===== config.mk =====
export PLATFORM = sky130hd
export DESIGN_NAME = q_8_29_rtl
export DESIGN_NICKNAME = d
export VERILOG_FILES = /design/src/rtl/q_8_29_rtl_pkg.sv /design/src/rtl/q_8_29_rtl_decoder.sv /design/src/rtl/q_8_29_rtl.sv
export SDC_FILE = /design/constraint.sdc
export NUM_CORES = 1
export LEC_CHECK = 0
export ABC_AREA = 0
export CORE_AREA = 4 4 41 43
export CTS_CLUSTER_SIZE = 12
export DETAILED_ROUTE_END_ITERATION = 12
export DIE_AREA = 0 0 45 47
export PLACE_DENSITY_LB_ADDON = 0.2
export SLEW_MARGIN = 10
export SYNTH_ARGS = -nofsm -noshare
export SYNTH_HDL_FRONTEND = slang
export SYNTH_SLANG_ARGS = --single-unit

===== constraint.sdc =====
create_clock -name clk -period 2.3 [get_ports clk]
set_input_delay 0.46 -clock clk [delete_from_list [all_inputs] [get_ports clk]]
set_output_delay 0.46 -clock clk [all_outputs]
set_load 0.1 [all_outputs]

===== src/rtl/q_8_29_rtl_pkg.sv =====
// Shared types for the q_8_29_rtl state machine: the 3-bit state enum
// whose encoding is also the externally visible state code.
package q_8_29_rtl_pkg;

  typedef enum logic [2:0] {
    S0 = 3'd0,
    S1 = 3'd1,
    S2 = 3'd2,
    S3 = 3'd3,
    S4 = 3'd4,
    S5 = 3'd5,
    S6 = 3'd6,
    S7 = 3'd7
  } state_e;

endpackage


===== src/rtl/q_8_29_rtl_decoder.sv =====
// 3-to-8 one-hot decoder: bit n of dec_out is set iff sel == n.
module decoder_3to8 (
  input  logic [2:0] sel,
  output logic [7:0] dec_out
);

  always_comb begin
    dec_out = 8'h00;
    dec_out[sel] = 1'b1;
  end

endmodule


===== src/rtl/q_8_29_rtl.sv =====
// Eight-state Moore FSM with two start paths (x via S1, y direct to S2),
// F/E branch selects, and a one-hot decode of the current state.
module q_8_29_rtl
  import q_8_29_rtl_pkg::*;
(
  input  logic       clk,
  input  logic       rst_b,
  input  logic       x,
  input  logic       y,
  input  logic       F,
  input  logic       E,
  output logic [2:0] state,
  output logic [7:0] dec_out
);

  state_e state_q;
  state_e state_d;

  // Each input is looked at only in the one state that consumes it.
  always_comb begin
    state_d = S0;
    case (state_q)
      S0: begin
        if (x)      state_d = S1;
        else if (y) state_d = S2;
        else        state_d = S0;
      end
      S1:      state_d = S2;
      S2:      state_d = F ? S3 : S4;
      S3:      state_d = S0;
      S4:      state_d = E ? S5 : S6;
      S5:      state_d = S0;
      S6:      state_d = S7;
      S7:      state_d = S0;
      default: state_d = S0;
    endcase
  end

  always_ff @(posedge clk or negedge rst_b) begin
    if (!rst_b) state_q <= S0;
    else        state_q <= state_d;
  end

  assign state = state_q;

  decoder_3to8 u_decoder (
    .sel     (state_q),
    .dec_out (dec_out)
  );

endmodule


# Word level (Yosys, flattened, before mapping)
# Cells that the tools add are included.
dict set report totals {
  reg_bits 3
  in_bits 6
  output_inout_bits 11
  elab_cells 20
}
dict set report op_classes {
  n_lt_le_gt_ge 2
  eq_ne 7
  muxes 7
  n_reduce_logical 3
}
# op n
set op_table {}
lappend op_table {{$pmux 3 s6} 1}
lappend op_table {{$eq 3x3->1 const B} 4}
lappend op_table {{$eq 3x2->1 const B} 2}
lappend op_table {{$mux 2} 3}
lappend op_table {{$lt 3x4->1 const B} 1}
lappend op_table {{$demux 1 s3} 1}
lappend op_table {{$eq 3x1->1 const B} 1}
lappend op_table {{$ge 3x1->1 const B} 1}
lappend op_table {{$logic_not 3->1} 1}
lappend op_table {{$mux 3} 1}
lappend op_table {{$reduce_or 3->1} 1}
lappend op_table {{$logic_and 1x1->1} 1}
lappend op_table {{$mux 1} 1}

# Depth between registers and ports, before layout
# Gate-level depths: netlist (run 1).
dict set report logic_depth {
  word_depth 4
  ltp_mapped 4
  mapped_depth_nobuf 3
}

# Modules after synthesis
# Synthesis (run 1) repeated with hierarchy kept, for this count alone.
dict set report unflattened {
  hier_cells 24
  area_unflattened_um2 214.0
}
# module instances cells_per_inst area_each_um2 seq_area_each_um2
set modules_own_cells {}
lappend modules_own_cells {q_8_29_rtl 1 16 148.9 75.1}
lappend modules_own_cells {decoder_3to8 1 8 65.1 0.0}

# Least setup slack after synthesis (run 1)
# No wires, ideal clock.
dict set report synth_path {
  path_type {register -> output}
  start {register state_q[0], in the netlist state[0]}
  end {output dec_out[1]}
  arrival_ns 3.412
  required_ns 1.840
  path_slack_ns -1.572
  path_stages_with_launch 3
  n_path_buf 1
  path_cell_list {dfrtp_1 > buf_4 > nor3b_1}
}
dict set report synth_between {
  elab_chain_cells 4
  word_cells_on_any_way 5
  classes_between {order compare: 2; mux: 2; reduce/logical: 1}
}
# element line
set synth_rtl {}
lappend synth_rtl {{from (decl)} q_8_29_rtl.sv:16} ;# state_e state_q;
lappend synth_rtl {{from (signal assigned)} q_8_29_rtl.sv:41} ;# else state_q <= state_d;
lappend synth_rtl {{$lt 3x4->1 (implied by the code) / $ge 3x1->1 (equally long branches)} q_8_29_rtl_decoder.sv:9} ;# dec_out[sel] = 1'b1;
lappend synth_rtl {{$logic_and 1x1->1 (implied by the code)} q_8_29_rtl_decoder.sv:9}
lappend synth_rtl {{$mux 1 (implied by the code)} q_8_29_rtl_decoder.sv:9}
lappend synth_rtl {{$demux 1 s3 (*)} --}
lappend synth_rtl {{to (decl)} q_8_29_rtl.sv:13} ;# output logic [7:0] dec_out
# Mark *: on every way between the ends. The rest lies on a longest branch, timed or not.

# Worst setup path after layout (run 1)
dict set report layout_path {
  start {register state_q[1], in the netlist state[1]}
  end {output dec_out[4]}
}
# The elaborated chain is that of the path after synthesis.

==> impl_metrics.ini, run 1 <==
[finish]
final_common_cell = buf_12
drive_above_1_share_pct = 53.3
fin_nets = 52
most-common-layout-cells = buf_12, clkdlybuf4s50_1
synthToLayoutAreaGrowth_pct = 125
antenna_cells = 0
largest_reg_flops = 3

[global_routing]
grt_usage_pct = 6.90
antenna_found_initial = 0
grt_max_degree = 15
grt_pass1_vias = 250
gr-total-overflow = 0
grt_pass1_wl_um = 1000

[clocking]
cts_hold_buf = 0
ctsLongestPathBuffers = 2
cts.sinks = 3
clkLatencyLatePin_ps = 230
cts_tree = done
post_cts_resized = 0
post_cts_buffers = 0
clk_pin_slew_worst_paths_ps = 40
ctsRootBufferMaster = clkbuf_4
cts_buffers = 3
cts_max_level = 1

[sta]
relSlewSlack_pct = 79.3
clock.fmax_ghz = 0.583
setup_viol = 0
rsz0062_at_grt = false
drv_slew = 0
fin_crit_sh_pct = 74.6
finalSetupTns_ps = 0
min_period_ps = 1720
holdWs_ps = 404
skew_ps = 1.49
finalHoldViolCount = 0
tightest_slew_ps = 311

[route]
drc = 0
drt-vias-per-instance = 4.27
first_iter_violations = 2
wl_per_cell_um = 10.4
drt-total-wl_um = 623
ant_nets = 0
via_count = 256
drt_first_pass_iters = 4

[worst_hold_path]
hp-class = in -> async

[floorplanning]
die_area_um2 = 2120
ios = 17
die_x_um = 45
die_h_um = 47
initial_core_util_pct = 18.2
design.core.area_um2 = 1300
rows = 13

[synth]
synth_warnings = 0
ys_seq_area_share_pct = 31.7
synth_cell_type_count = 19
synth_flop_cell = dfrtp_1
synth_seq_cells = 3
syn_avg_cell_area_um2 = 8.45
async_flop_share_pct = 100
syn-cell-area_um2 = 236
synth_cells = 28
synth_edf_count = 0
synthesis.nets = 34

[worst_setup_path]
crit_buf_inv = 1
worst_setup_path_start_kind = flip-flop
path_delay_family = flip-flops
slowest_delay_ps = 500
worst_ep_arrival_time_ps = 1260
crit_slowest_cell = dfrtp_2
crit_type = reg -> out
worstSetupEndpointType = output port
worstPathMaxFanout = 13
path_cells = nor2_1 -> and2_1 -> buf_12
worstPathRequired_ps = 1840

[outcome]
status = complete, no violations

[placed_design]
place_hpwl_um = 481
io_buffers = 16
gp_congestion = 0.587

[job]
cap_violations = 0
-- worst paths after layout --
path	start	end	slack [ps]	depth (start not counted)
min in group clk	state[0]$_DFF_PN0_	state[0]$_DFF_PN0_	610	1
hold / removal	rst_b	state[1]$_DFF_PN0_	400	1
max in group asynchronous	rst_b	state[2]$_DFF_PN0_	1740	1
setup / recovery	state[1]$_DFF_PN0_	dec_out[4]	580	3
setup reg to reg	state[1]$_DFF_PN0_	state[0]$_DFF_PN0_	1040	3
hold reg to reg	state[0]$_DFF_PN0_	state[0]$_DFF_PN0_	610	1
-- synth_stat cells, types with 2 or more instances --
master	n	share of area [%]
nor2_1	4	6.3
dfrtp_1	3	32
and3b_1	2	7.4
nor3b_1	2	6.3
a21oi_1	2	4.2
buf_4	2	6.3
-- stage by stage --
stage          area (um^2)  std cells  setup slack [ps]  utilization [%]
5_1_grt                533         60               501             41.0
6_report               533         60               584             41.0
4_1_cts                533         60               573             41.0
3_3_place_gp           507         56               764             38.9
3_5_place_dp           507         56               733             38.9
2_1_floorplan          282         28              46.8                -
-- final cells by class --
type | count | area [um^2]
Fill cell | 140 | 768
Clock buffer | 4 | 26.3
Timing Repair Buffer | 16 | 233
Tap cell | 15 | 18.8
Sequential cell | 3 | 78.8
Multi-Input combinational cell | 22 | 176
-- cells by family (layout without fill, tap and decap cells) --
group | count (synthesis) | count (layout) | synth area share, %
and+or+nand+nor | 17 | 17 | 44.4
AOI/OAI and AO/OA | 5 | 5 | 12.7
DFF | 3 | 3 | 31.7
buffers and inverters | 3 | 20 | 11.1
-- routing by layer --
metal / vias up / share of wire, % / GRT usage (%) / wire length [um]
met5: - / 0 / 0 / 0
met4: 0 / 3.0 / 7.02 / 19
met2: 12 / 51 / 11.9 / 316
met1: 113 / 35 / 6.45 / 220
met3: 2 / 11 / 1.92 / 67
li1: 129 / - / - / -
Power of run 1 is not shown: default switching activity piles up to over one toggle a cycle in this logic, so the estimate is an artifact.
==> run 2, diff against run 1 <==
clock period = 1.7 ns   (was 2.3 ns; I/O delays follow)
==> impl_metrics.ini, run 2 (same netlist as run 1, synthesis figures left out) <==
[outcome]
status = complete, no violations

[route]
wl_per_cell_um = 9.92
drt-vias-per-instance = 4.35
routed.top_layer = met3
first_iter_violations = 0
dr_wl_met3_um = 54
drt_first_pass_iters = 1
drt-total-wl_um = 595
via_count = 261
drc = 0
wl_met1_um = 222
wl_met2_um = 319
ant_nets = 0

[sta]
finalHoldViolCount = 0
drv_slew = 0
holdWs_ps = 284
setup_viol = 0
rsz0062_at_grt = false
clock.fmax_ghz = 0.626
min_period_ps = 1600
relSlewSlack_pct = 84.6
fin_crit_sh_pct = 94.0
tightest_slew_ps = 231
skew_ps = 4.28

[worst_setup_path]
rr_startpoint = state[1]$_DFF_PN0_
worst-r2r-cell-count = 3
path_cells = nor2_2 -> and2_4 -> buf_12
crit_buf_inv = 1
worstSetupPathDepth = 3
worst_ep_arrival_time_ps = 1260
worstPathMaxFanout = 13
r2r_slack_ps = 400
crit_type = reg -> out
endpoint = dec_out[4]
setup.worst_path.start = state[1]$_DFF_PN0_
worst_setup_path_start_kind = flip-flop
reg2reg_to = state[0]$_DFF_PN0_
worstSetupEndpointType = output port
slowest_delay_ps = 560
path_delay_family = flip-flops
worstPathRequired_ps = 1360
crit_slowest_cell = dfrtp_4

[global_routing]
grt_usage_pct = 7.44
antenna_found_initial = 0
grt_pass1_vias = 266
grt_max_degree = 15
grt_pass1_wl_um = 1070
gr-total-overflow = 0

[worst_hold_path]
hp-class = in -> async

[floorplanning]
rows = 13
die_x_um = 45
die_area_um2 = 2120
die_h_um = 47
ios = 17
design.core.area_um2 = 1300
initial_core_util_pct = 18.2

[finish]
antenna_cells = 0
synthToLayoutAreaGrowth_pct = 148
largest_reg_flops = 3
stdcell_count = 60
drive_above_1_share_pct = 64.4
fin_nets = 52
final_common_cell = buf_12
most-common-layout-cells = buf_12, clkdlybuf4s50_1, clkbuf_4, dfrtp_4

[clocking]
cts_max_level = 1
clk_pin_slew_worst_paths_ps = 40
ctsRootBufferMaster = clkbuf_4
cts_tree = done
ctsLongestPathBuffers = 2
cts_hold_buf = 0
clkLatencyLatePin_ps = 230
cts.sinks = 3
post_cts_buffers = 0
cts_buffers = 3
post_cts_resized = 0

[placed_design]
place_hpwl_um = 489
placedCellCount = 56
io_buffers = 16
gp_congestion = 0.767

[job]
cap_violations = 0
## run 2: cell counts in the layout (fill, tap and decap cells not counted)
No cell type changed its count.
## run 2: how the worst min path moves through the flow
| stage | slack (ps) | endpoint | start | depth (start not counted) |
|---|---|---|---|---|
| final | 280 | state[0]$_DFF_PN0_ | rst_b | 1 |
| after global routing | 270 | state[0]$_DFF_PN0_ | rst_b | 1 |
| after CTS | 280 | state[0]$_DFF_PN0_ | rst_b | 1 |
| after detailed placement | 530 | state[0]$_DFF_PN0_ | rst_b | 1 |
| after global placement | 530 | state[2]$_DFF_PN0_ | rst_b | 1 |
| after floorplan | 40 | state[0]$_DFF_PN0_ | rst_b | 0 |
## run 2: final cells by class
cell class                 instances  area (um^2)
fill                             122          714
timing repair buffer              16          270
multi-input combinational         22          185
sequential                         3         86.3
clock buffer                       4         26.3
tap                               15         18.8
## run 2: worst register-to-register path: stages (launching register included)
cell and delay [ps]:
dfrtp_4 560, nor2b_2 200, or3_1 340, a21oi_1 140
## run 2: per-layer routing
| layer | vias to the layer above | track usage (%) |
|---|---|---|
| met4 | 0 | 7.02 |
| met2 | 11 | 11.0 |
| met1 | 119 | 7.78 |
| li1 | 131 | - |
| met5 | - | 0 |
| met3 | 0 | 3.45 |
## run 2: through the flow
stage / setup slack [ps] / util (%) / area (um^2) / setup TNS (ps)
6_report: 102 / 45.1 / 587 / 0
5_1_grt: 19.5 / 45.1 / 587 / 0
4_1_cts: 45.0 / 44.9 / 584 / 0
3_5_place_dp: 275 / 42.9 / 558 / 0
3_3_place_gp: 308 / 42.9 / 558 / 0
2_1_floorplan: -295 / - / 303 / -853
Power of run 2 is left out for the same reason.
